$ cat config.mk
export PLATFORM = sky130hd
export DESIGN_NAME = seq_signed_divider
export DESIGN_NICKNAME = d
export VERILOG_FILES = /design/src/rtl/seq_signed_divider.sv
export SDC_FILE = /design/constraint.sdc
export NUM_CORES = 1
export LEC_CHECK = 0
export CAP_MARGIN = 20
export CORE_MARGIN = 1
export CORE_UTILIZATION = 50
export CTS_CLUSTER_SIZE = 28
export DETAILED_ROUTE_END_ITERATION = 12
export PLACE_DENSITY = 0.73
export SYNTH_ARGS = -nofsm -noshare
export SYNTH_HDL_FRONTEND = slang
export SYNTH_SLANG_ARGS = --single-unit
export TNS_END_PERCENT = 10
$ cat constraint.sdc
create_clock -name clk -period 7.99 [get_ports clk]
set_input_delay 1.1985 -clock clk [delete_from_list [all_inputs] [get_ports clk]]
set_output_delay 1.1985 -clock clk [all_outputs]
set_load 0.02 [all_outputs]
$ cat src/rtl/seq_signed_divider.sv
// Multicycle signed restoring divider for the DIV/DIVM path.
// Produces quotient on lo_out and remainder on hi_out; flags divide-by-zero.
module seq_signed_divider #(
    parameter int WIDTH = 32
) (
    input  logic             clk,
    input  logic             reset,
    input  logic             start,
    input  logic [WIDTH-1:0] rs_in,
    input  logic [WIDTH-1:0] rt_in,
    output logic [WIDTH-1:0] hi_out,
    output logic [WIDTH-1:0] lo_out,
    output logic             busy,
    output logic             done,
    output logic             div_zero
);

    localparam int CW = $clog2(WIDTH);
    localparam logic [CW-1:0] LAST = CW'(WIDTH - 1);

    typedef enum logic [1:0] {
        IDLE,
        CALC,
        FIX,
        ZERO
    } state_t;

    state_t state;

    logic             sign_q;
    logic             sign_r;
    logic [WIDTH-1:0] dvd;
    logic [WIDTH-1:0] dvs;
    logic [WIDTH-1:0] rem;
    logic [CW-1:0]    count;

    logic [WIDTH-1:0] rs_mag;
    logic [WIDTH-1:0] rt_mag;
    logic [WIDTH:0]   shifted;
    logic [WIDTH-1:0] diff;
    logic             ge;

    // |0x80000000| wraps back to itself, which is the right unsigned magnitude.
    always_comb begin
        rs_mag  = rs_in[WIDTH-1] ? -rs_in : rs_in;
        rt_mag  = rt_in[WIDTH-1] ? -rt_in : rt_in;
        shifted = {rem, dvd[WIDTH-1]};
        ge      = shifted >= {1'b0, dvs};
        diff    = shifted[WIDTH-1:0] - dvs;
    end

    always_ff @(posedge clk) begin
        if (reset) begin
            state    <= IDLE;
            sign_q   <= 1'b0;
            sign_r   <= 1'b0;
            dvd      <= '0;
            dvs      <= '0;
            rem      <= '0;
            count    <= '0;
            hi_out   <= '0;
            lo_out   <= '0;
            busy     <= 1'b0;
            done     <= 1'b0;
            div_zero <= 1'b0;
        end else begin
            done <= 1'b0;
            unique case (state)
                IDLE: begin
                    if (start) begin
                        sign_q   <= rs_in[WIDTH-1] ^ rt_in[WIDTH-1];
                        sign_r   <= rs_in[WIDTH-1];
                        dvd      <= rs_mag;
                        dvs      <= rt_mag;
                        rem      <= '0;
                        count    <= '0;
                        div_zero <= 1'b0;
                        busy     <= 1'b1;
                        state    <= (rt_in == '0) ? ZERO : CALC;
                    end
                end
                CALC: begin
                    // Quotient bits shift into the vacated dividend LSBs.
                    rem   <= ge ? diff : shifted[WIDTH-1:0];
                    dvd   <= {dvd[WIDTH-2:0], ge};
                    count <= count + 1'b1;
                    if (count == LAST) begin
                        state <= FIX;
                    end
                end
                FIX: begin
                    lo_out <= sign_q ? -dvd : dvd;
                    hi_out <= sign_r ? -rem : rem;
                    done   <= 1'b1;
                    busy   <= 1'b0;
                    state  <= IDLE;
                end
                ZERO: begin
                    done     <= 1'b1;
                    div_zero <= 1'b1;
                    busy     <= 1'b0;
                    state    <= IDLE;
                end
                default: begin
                    state <= IDLE;
                end
            endcase
        end
    end

endmodule
==> impl_metrics.env, run 1 <==
export IMPL_cp_start_kind="register"
export IMPL_avgViaCountPerCell=5.743
export IMPL_ys_seq_area_share_pct=33.14
export IMPL_max_freq_mhz=237.1
export IMPL_syn_nets=1409
export IMPL_drv_slew=0
export IMPL_min_delay_start="busy$_SDFFE_PP0P_"
export IMPL_arrival_ps=4500
export IMPL_numCtsBuffers=17
export IMPL_slew_headroom_pct=33.04
export IMPL_rsz0062_at_grt="no"
export IMPL_syn_area_per_cell_sq_um=7.974
export IMPL_htreeDepth=4
export IMPL_yosysWarnings=0
export IMPL_fillers=1793
export IMPL_ys_types=63
export IMPL_synth_compound_area_share_pct=25.67
export IMPL_r2r_cells=11
export IMPL_cts_buffer_depth=2
export IMPL_finalSetupTns_ps=0
export IMPL_place_hpwl_mm=19.60
export IMPL_detail_route_antenna_nets=0
export IMPL_synthSimpleGateAreaFrac_pct=17.76
export IMPL_fin_crit_sh_pct=52.79
export IMPL_critPathRequiredTime_ps=8270
export IMPL_nets=1492
export IMPL_switching_share_pct=44.20
export IMPL_place_gp_congestion=0.9226
export IMPL_die_area_sq_mm=0.02136
export IMPL_period_minus_slack_ps=4218
export IMPL_wirelength_mm=26.64
export IMPL_end_kind="register"
export IMPL_finalHoldViolations=0
export IMPL_totalPowerFinal_mw=4.389
export IMPL_outcome="complete, no violations"
export IMPL_drive_gt1_share_pct=4.578
export IMPL_die_h_um=146.2
export IMPL_overflow=0
export IMPL_synth_flop_cell="dfxtp_1"
export IMPL_core_area_sq_mm=0.02030
export IMPL_cts_tree="yes"
export IMPL_register_area_sq_mm=0.003443
export IMPL_grt_pass1_wl_mm=43.23
export IMPL_clock_sinks=172
export IMPL_synth_area_sq_mm=0.01039
export IMPL_clockPowerShare_pct=20.6
export IMPL_antenna_found_initial=0
export IMPL_critPathLaunch="dvs[8]$_SDFFE_PP0P_"
export IMPL_clock_latency_ps=430
export IMPL_antenna_cells=0
export IMPL_cts_hold_buf=0
export IMPL_clock_skew_ps=10.99
export IMPL_synthCells=1303
export IMPL_dr_pass1_iters=5
export IMPL_synth_edf_count=0
export IMPL_syn2layout_area_growth_pct=20.53
export IMPL_setup_ws_ps=3772
export IMPL_yosys_register_bits=172
export IMPL_io_pins=134
export IMPL_ir_drop_mv=0.2879
export IMPL_worst_pin_slew_ps=1004
export IMPL_die_w_um=146.2
export IMPL_num_rows=52
export IMPL_cellInternalPower_mw=2.449
export IMPL_pwr_share_seq_pct=25.5
export IMPL_reg2reg_from="dvs[8]$_SDFFE_PP0P_"
export IMPL_r2r_end="rem[28]$_SDFFE_PP0P_"
export IMPL_muxShareOfSynthArea_pct=0.7707
export IMPL_grt_start_max_net_pins=110
export IMPL_setup_viol=0
export IMPL_initial_utilization_pct=51.18
export IMPL_switching_power_mw=1.940
export IMPL_synthAdderAreaFrac_pct=4.769
export IMPL_post_drt_wl_per_cell_um=15.97
export IMPL_path_clk_slew_ps=70
export IMPL_power_leakage_nw=4.583
export IMPL_post_cts_buffers=0
export IMPL_crit_fanout=29
export IMPL_dpl_worst_slack_ps=3526
export IMPL_pwr_share_comb_pct=53.9
export IMPL_pwr_density_cell_mw_per_mm2=350.5
export IMPL_synthArstFlopShare_pct=0
export IMPL_reg2reg_slack_ps=3770
export IMPL_synth_top_family_by_area="compound AO/OA/AOI/OAI gates"
export IMPL_dr_total_vias=9580
export IMPL_path_class="reg2reg"
export IMPL_multi_input_area_sq_mm=0.006449
export IMPL_drt_first_iter_violations=719
export IMPL_cp_endpoint="rem[28]$_SDFFE_PP0P_"
export IMPL_ctsResizeCount=0
export IMPL_port_buffers=133
export IMPL_synthXorXnorAreaFrac_pct=12.73
export IMPL_grt_total_usage_pct=24.99
export IMPL_route_detailed_drc=0
export IMPL_drv_cap=0
export IMPL_root_buffer="clkbuf_16"
export IMPL_grt_pass1_vias=8340
export IMPL_hp_class="reg2reg"
## registers in the layout (all words and copies together) (netlist names), 2 cells and up
signal / count
hi_out: 32
count: 5
rem: 32
dvs: 32
dvd: 32
state: 2
lo_out: 32
## worst min path at each step
stage                                     end  slack, ps  cells after the start
after floorplan           dvs[0]$_SDFFE_PP0P_        440                      2
after global placement      busy$_SDFFE_PP0P_        450                      2
after detailed placement    busy$_SDFFE_PP0P_        450                      2
after CTS                   busy$_SDFFE_PP0P_        470                      2
after global routing      dvs[0]$_SDFFE_PP0P_        490                      2
final                       busy$_SDFFE_PP0P_        460                      2
## cells by family after synthesis
kind of cell             count (synthesis)
XOR/XNOR                               151
AO/OA/AOI/OAI                          401
buffers and inverters                  133
multiplexers                             8
adder cells (fa/ha/maj)                 39
AND/OR/NAND/NOR                        399
flip-flops                             172
## cell usage after synthesis (3+ instances only)
cell,instances,share of area [%]
a211oi_1,89,6.4
nor3_1,18,0.87
o21ai_0,87,4.2
or4_1,13,0.94
nand2b_1,13,0.78
dfxtp_1,172,33
clkbuf_1,65,2.3
nand3_1,17,0.82
xor2_1,100,8.4
or2_2,6,0.36
a21oi_1,77,3.7
xnor2_1,51,4.3
mux2i_1,8,0.77
buf_6,3,0.33
nand2_1,109,3.9
o211ai_1,5,0.36
o22ai_1,7,0.42
and2_1,4,0.24
nor2b_1,10,0.60
inv_1,53,1.9
and3_1,6,0.36
o41ai_1,15,1.3
buf_1,8,0.29
nor2_1,156,5.6
o21bai_1,4,0.29
a22oi_1,32,2.3
a31oi_1,7,0.42
a221oi_1,5,0.42
a21o_1,8,0.58
or3_1,20,1.2
ha_1,38,4.6
a22o_1,4,0.34
o31ai_1,35,2.5
nand4_1,6,0.36
o21a_1,3,0.22
a32oi_1,11,0.93
nor4_1,7,0.42
## cell type report
cell class | count | area share, %
clock buffers | 21 | 3.597
well taps | 270 | 2.698
inverters | 53 | 1.589
repair buffers | 144 | 11.61
flip-flops and latches | 172 | 27.50
clock inverters | 10 | 1.519
multi-input cells | 998 | 51.49
## routing by layer
layer | GRT usage [%] | part of all wire, % | up-vias
met5 | 0 | 0 | -
met4 | 6.979 | 1.2 | 0
met3 | 3.344 | 6.4 | 26
met2 | 34.62 | 41 | 324
met1 | 39.53 | 52 | 4352
li1 | - | - | 4878
## worst max-delay path: stages, from the launching register on
cell       delay [ps]
dfxtp_1           350
inv_1              90
ha_1              360
a21oi_1           200
o21ai_0           160
or3_1             330
o21ai_1           280
o31ai_1           230
a2111oi_4         880
buf_4             450
nand2b_1          510
o21ai_0           210
## power groups by stage
stage               clock network [mW]  logic, mW  registers (mW)
floorplan                            0       1.81            1.07
global placement                     0       2.30            1.13
detailed placement                   0       2.32            1.13
CTS                              0.916       2.34            1.12
global route                     0.955       2.64            1.14
finish                           0.905       2.36            1.12
## through the flow
step | std cells | instance area (sq um) | hold WS [ps] | util [%]
global route | 1668 | 12520 | 490.4 | 61.69
global placement | 1633 | 11810 | 450.6 | 58.18
floorplan | 1303 | 10390 | 440.0 | -
finish | 1668 | 12520 | 464.8 | 61.69
detailed placement | 1634 | 11830 | 453.9 | 58.25
CTS | 1665 | 12470 | 470.0 | 61.41
## layout by cell type (no fill, tap or decap), drive strengths merged, types with 12 or more instances in the layout
cell type / netlist / final
nand2b: 13 / 13
a211oi: 89 / 89
dfxtp: 172 / 172
or4: 16 / 16
xor2: 100 / 100
a22oi: 32 / 32
clkdlybuf4s50: 0 / 132
xnor2: 51 / 51
or3: 23 / 23
inv: 53 / 53
o21ai: 88 / 88
clkbuf: 65 / 21
nor2: 156 / 156
buf: 14 / 12
nor3: 18 / 18
nand2: 109 / 109
o41ai: 15 / 15
ha: 38 / 38
o31ai: 38 / 38
a21oi: 77 / 77
nand3: 17 / 17
Note: power is estimated with default switching activity, not from simulation.
==> inputs of run 2 (changes only) <==
==> constraint.sdc (replaced) <==
create_clock -name clk -period 4.25 [get_ports clk]
set_input_delay 0.6375 -clock clk [delete_from_list [all_inputs] [get_ports clk]]
set_output_delay 0.6375 -clock clk [all_outputs]
set_load 0.02 [all_outputs]
==> run 2 against run 1 <==
  * Power rose by 85%
  * Global-route usage rose by 0.66 points
  * Highest routed layer unchanged
  * Setup slack got worse by 3200 ps
==> impl_metrics.env, run 2 (same netlist as run 1, synthesis figures left out) <==
export IMPL_outcome="complete, no violations"
export IMPL_nets=1495
export IMPL_finalSetupTns_ps=0
export IMPL_setup_viol=0
export IMPL_max_freq_mhz=275.3
export IMPL_path_depth=14
export IMPL_end_kind="register"
export IMPL_initial_utilization_pct=51.18
export IMPL_numCtsBuffers=17
export IMPL_clock_latency_ps=430
export IMPL_place_hpwl_mm=20.12
export IMPL_pwr_density_cell_mw_per_mm2=651.2
export IMPL_cp_start_kind="register"
export IMPL_syn2layout_area_growth_pct=20.33
export IMPL_drt_first_iter_violations=697
export IMPL_port_buffers=133
export IMPL_cp_slowest_cell="o311ai_0"
export IMPL_critPathBufInv=3
export IMPL_arrival_ps=3920
export IMPL_worst_pin_slew_ps=1047
export IMPL_finalHoldViolations=0
export IMPL_grt_pass1_wl_mm=44.48
export IMPL_clock_skew_ps=10.98
export IMPL_place_gp_congestion=0.9063
export IMPL_detail_route_antenna_nets=0
export IMPL_die_h_um=146.2
export IMPL_grt_start_max_net_pins=86
export IMPL_layout_commonest_cell="dfxtp_1"
export IMPL_period_minus_slack_ps=3633
export IMPL_timing_critical_path_cells="inv_1 -> ha_1 -> inv_1 -> fa_1 -> a21o_1 -> a221oi_1 -> buf_4 -> o221ai_1 -> o311ai_0 -> a21oi_1 -> a211o_1 -> a311oi_1 -> xor2_1 -> o21ai_0"
export IMPL_core_area_sq_mm=0.02030
export IMPL_drv_cap=0
export IMPL_root_buffer="clkbuf_16"
export IMPL_critPathLaunch="dvd[31]$_SDFFE_PP0P_"
export IMPL_whs_ps=469.3
export IMPL_die_area_sq_mm=0.02136
export IMPL_grt_pass1_vias=8563
export IMPL_cts_tree="yes"
export IMPL_slew_headroom_pct=30.09
export IMPL_route_detailed_drc=0
export IMPL_drv_slew=0
export IMPL_cpPeakStageDelay_ps=510
export IMPL_cts_hold_buf=0
export IMPL_io_pins=134
export IMPL_hp_class="reg2reg"
export IMPL_power_leakage_nw=4.570
export IMPL_dr_total_vias=9601
export IMPL_dp_cells=1637
export IMPL_antenna_cells=0
export IMPL_antenna_found_initial=0
export IMPL_dr_pass1_iters=5
export IMPL_reg2reg_from="dvd[31]$_SDFFE_PP0P_"
export IMPL_r2r_end="rem[28]$_SDFFE_PP0P_"
export IMPL_post_drt_wl_per_cell_um=16.29
export IMPL_cts_buffer_depth=2
export IMPL_critPathRequiredTime_ps=4540
export IMPL_reg2reg_slack_ps=620
export IMPL_rsz0062_at_grt="no"
export IMPL_path_clk_slew_ps=70
export IMPL_num_rows=52
export IMPL_cp_endpoint="rem[28]$_SDFFE_PP0P_"
export IMPL_avgViaCountPerCell=5.742
export IMPL_post_cts_buffers=0
export IMPL_fin_crit_sh_pct=85.47
export IMPL_stdcell_count=1672
export IMPL_crit_fanout=4
export IMPL_die_w_um=146.2
export IMPL_totalPowerFinal_mw=8.142
export IMPL_grt_total_usage_pct=25.65
export IMPL_path_class="reg2reg"
export IMPL_wirelength_mm=27.25
export IMPL_ir_drop_mv=0.5790
export IMPL_htreeDepth=4
export IMPL_crit_family="compound AO/OA/AOI/OAI gates"
export IMPL_r2r_cells=14
export IMPL_final_cell_mix="172 x dfxtp_1, 154 x nor2_1, 132 x clkdlybuf4s50_1, 109 x nand2_1, 100 x xor2_1"
export IMPL_overflow=0
export IMPL_clock_sinks=172
export IMPL_cpMostUsedCell="inv_1"
export IMPL_ctsResizeCount=0
export IMPL_final_util_pct=61.59
export IMPL_drive_gt1_share_pct=4.922
run 2: changes by cell type in the layout (fill, tap and decap cells not counted), sizes merged:
| cell | change |
|---|---|
| inv | +3 |
| buf | +3 |
| clkinvlp | +2 |
| bufinv | -4 |
| clkinv | +1 |
| clkbuf | -1 |
run 2: worst min path at each step:
stage / startpoint / to / slack (ps) / depth (start not counted)
final: busy$_SDFFE_PP0P_ / busy$_SDFFE_PP0P_ / 470 / 2
after global routing: busy$_SDFFE_PP0P_ / busy$_SDFFE_PP0P_ / 500 / 2
after CTS: busy$_SDFFE_PP0P_ / busy$_SDFFE_PP0P_ / 470 / 2
after detailed placement: busy$_SDFFE_PP0P_ / busy$_SDFFE_PP0P_ / 450 / 2
after global placement: busy$_SDFFE_PP0P_ / busy$_SDFFE_PP0P_ / 450 / 2
after floorplan: dvs[0]$_SDFFE_PP0P_ / dvs[0]$_SDFFE_PP0P_ / 440 / 2
run 2: metal layers:
layer / global-route usage (%) / vias to the layer above / routed length [um]
li1: - / 4881 / -
met1: 39.61 / 4418 / 14160
met2: 36.83 / 282 / 11340
met3: 3.313 / 20 / 1431
met4: 7.031 / 0 / 312
met5: 0 / - / 0
run 2: stage by stage:
step,setup slack (ps),area (sq um)
final,617.4,12500
after global routing,355.7,12500
after CTS,667.0,12430
after detailed placement,330.6,11870
after global placement,418.6,11850
after floorplan,927.6,10390
run 2: cell type report:
type | instances | area (sq um)
fillers | 1880 | 7797
multi-input cells | 998 | 6449
well taps | 270 | 337.8
clock buffers | 20 | 446.7
clock inverters | 12 | 112.6
inverters | 53 | 198.9
flip-flops and latches | 172 | 3443
repair buffers | 147 | 1514
run 2: report_power, final:
group / internal [mW] / leakage (nW) / switching, mW / total (mW)
combinational: 1.81 / 2.91 / 2.72 / 4.53
sequential: 1.79 / 1.40 / 0.317 / 2.11
clock: 0.826 / 0.259 / 0.675 / 1.50
total: 4.43 / 4.57 / 3.71 / 8.14
run 2: tightest hold or removal path, cell delays in order, from the launching register on:
cell	delay, ps
dfxtp_1	320
inv_1	50
a211oi_1	50
==> inputs of run 3 (changes only) <==
--- a/config.mk
+++ b/config.mk
@@ -7,10 +7,9 @@
 export LEC_CHECK = 0
 export CAP_MARGIN = 20
 export CORE_MARGIN = 1
-export CORE_UTILIZATION = 50
+export CORE_UTILIZATION = 25
 export CTS_CLUSTER_SIZE = 28
 export DETAILED_ROUTE_END_ITERATION = 12
-export PLACE_DENSITY = 0.73
 export SYNTH_ARGS = -nofsm -noshare
 export SYNTH_HDL_FRONTEND = slang
 export SYNTH_SLANG_ARGS = --single-unit
==> run 3 against run 2 <==
  * Combinational power fell by 0.9%
  * Via count fell by 3.6%
  * Critical endpoint unchanged
  * Routed wire length rose by 11%
  * Highest routed layer unchanged
  * Largest cell class unchanged
  * Count of clock-buffer cells in the layout fell by 3
  * Die area rose by 98%
==> impl_metrics.env, run 3 (same netlist as run 1, synthesis figures left out) <==
export IMPL_syn2layout_area_growth_pct=22.83
export IMPL_setup_viol=0
export IMPL_antenna_found_initial=3
export IMPL_avgViaCountPerCell=4.780
export IMPL_arrival_ps=3920
export IMPL_route_detailed_drc=0
export IMPL_drive_gt1_share_pct=4.996
export IMPL_post_cts_buffers=0
export IMPL_grt_start_max_net_pins=90
export IMPL_die_h_um=205.9
export IMPL_ir_drop_mv=0.5298
export IMPL_numCtsBuffers=17
export IMPL_dr_pass1_iters=5
export IMPL_slew_headroom_pct=30.21
export IMPL_dr_total_vias=9254
export IMPL_min_delay_start="hi_out[0]$_SDFFE_PP0P_"
export IMPL_ctsResizeCount=0
export IMPL_clock_sinks=172
export IMPL_busiest_layer="met2"
export IMPL_num_rows=74
export IMPL_grt_pass1_vias=8575
export IMPL_fin_crit_sh_pct=84.75
export IMPL_post_drt_wl_per_cell_um=15.66
export IMPL_whs_endpoint="hi_out[0]$_SDFFE_PP0P_"
export IMPL_io_pins=134
export IMPL_overflow=0
export IMPL_layout_commonest_cell="dfxtp_1"
export IMPL_end_kind="register"
export IMPL_cts_tree="yes"
export IMPL_drt_first_iter_violations=552
export IMPL_period_minus_slack_ps=3602
export IMPL_cp_start_kind="register"
export IMPL_final_area_sq_mm=0.01276
export IMPL_finalHoldViolations=0
export IMPL_nets=1494
export IMPL_whs_path_depth=2
export IMPL_drv_slew=0
export IMPL_die_w_um=205.9
export IMPL_initial_utilization_pct=25.39
export IMPL_htreeDepth=4
export IMPL_die_area_sq_mm=0.04238
export IMPL_r2r_cells=14
export IMPL_cts_hold_buf=0
export IMPL_rsz0062_at_grt="no"
export IMPL_outcome="complete, no violations"
export IMPL_wirelength_mm=30.31
export IMPL_totalPowerFinal_mw=8.121
export IMPL_path_class="reg2reg"
export IMPL_grt_use_met3_pct=2.412
export IMPL_power_leakage_nw=4.557
export IMPL_reg2reg_slack_ps=650
export IMPL_r2r_end="rem[28]$_SDFFE_PP0P_"
export IMPL_place_hpwl_mm=23.59
export IMPL_final_cell_mix="172 x dfxtp_1, 154 x nor2_1, 132 x clkdlybuf4s50_1, 109 x nand2_1, 100 x xor2_1"
export IMPL_clock_latency_ps=450
export IMPL_crit_fanout=4
export IMPL_path_clk_slew_ps=70
export IMPL_hp_class="reg2reg"
export IMPL_clock_skew_ps=12.68
export IMPL_place_gp_congestion=0.9131
export IMPL_grt_pass1_wl_mm=47.82
export IMPL_critPathRequiredTime_ps=4570
export IMPL_grt_total_usage_pct=14.47
export IMPL_port_buffers=133
export IMPL_pwr_density_cell_mw_per_mm2=636.4
export IMPL_max_freq_mhz=277.6
export IMPL_cts_buffer_depth=2
export IMPL_place_area_sq_mm=0.01220
export IMPL_worst_pin_slew_ps=1045
export IMPL_use_met1_pct=20.98
export IMPL_root_buffer="clkbuf_16"
export IMPL_detail_route_antenna_nets=0
export IMPL_met2_usage_pct=21.09
export IMPL_reg2reg_from="dvd[31]$_SDFFE_PP0P_"
export IMPL_core_area_sq_mm=0.04092
export IMPL_finalSetupTns_ps=0
export IMPL_drv_cap=0
-- run 3: changes by cell type in the layout (fill, tap and decap cells not counted), sizes merged, moves of 3 or more --
cell,delta
clkinvlp,-3
inv,+4
clkbuf,-3
clkinv,+3
diode,+3
-- run 3: power breakdown --
part / internal [mW] / leakage [nW] / switching, mW / total (mW)
clock: 0.769 / 0.272 / 0.735 / 1.50
sequential: 1.79 / 1.40 / 0.336 / 2.13
combinational: 1.84 / 2.89 / 2.65 / 4.49
-- run 3: metal layers --
metal	up-vias	wire [um]
met5	-	0
met4	0	681
met3	33	964
met2	153	12620
met1	4194	16050
li1	4874	-
-- run 3: worst max-delay path, stage by stage, from the launching register on --
cell and delay, ps:
dfxtp_1 330, inv_1 100, ha_1 170, inv_1 50, fa_1 390, a21o_1 200, a221oi_1 260, buf_4 190
o221ai_1 140, o311ai_0 540, a21oi_1 140, a211o_1 340, a311oi_1 350, xor2_1 190, o21ai_0 80
-- run 3: final cells by class --
cell class | count | area, sq um
antenna | 3 | 7.507
clock inverter | 15 | 133.9
clock buffer | 17 | 425.4
tap | 532 | 665.6
timing repair buffer | 146 | 1439
fill | 4327 | 28160
inverter | 53 | 198.9
multi-input combinational | 998 | 6449
sequential | 172 | 3443
-- run 3: worst max-delay path by stage --
stage                          from                   end  slack [ps]  depth (start not counted)
2_1_floorplan  dvd[31]$_SDFFE_PP0P_  rem[28]$_SDFFE_PP0P_         930                         13
3_3_place_gp               rt_in[0]  dvs[25]$_SDFFE_PP0P_         360                         10
3_5_place_dp               rt_in[0]  dvs[29]$_SDFFE_PP0P_         350                         10
4_1_cts        dvd[31]$_SDFFE_PP0P_  rem[28]$_SDFFE_PP0P_         610                         14
5_1_grt         rem[7]$_SDFFE_PP0P_  rem[16]$_SDFFE_PP0P_         420                         10
6_report       dvd[31]$_SDFFE_PP0P_  rem[28]$_SDFFE_PP0P_         650                         14
-- run 3: through the flow --
step / setup slack [ps] / cells / util, % / hold WS, ps
after floorplan: 927.6 / 1303 / - / 440.0
after global placement: 360.2 / 1901 / 29.80 / 447.3
after detailed placement: 350.1 / 1901 / 29.80 / 459.4
after CTS: 612.4 / 1933 / 31.17 / 468.2
after global routing: 415.5 / 1935 / 31.18 / 493.9
final: 648.0 / 1936 / 31.19 / 461.9
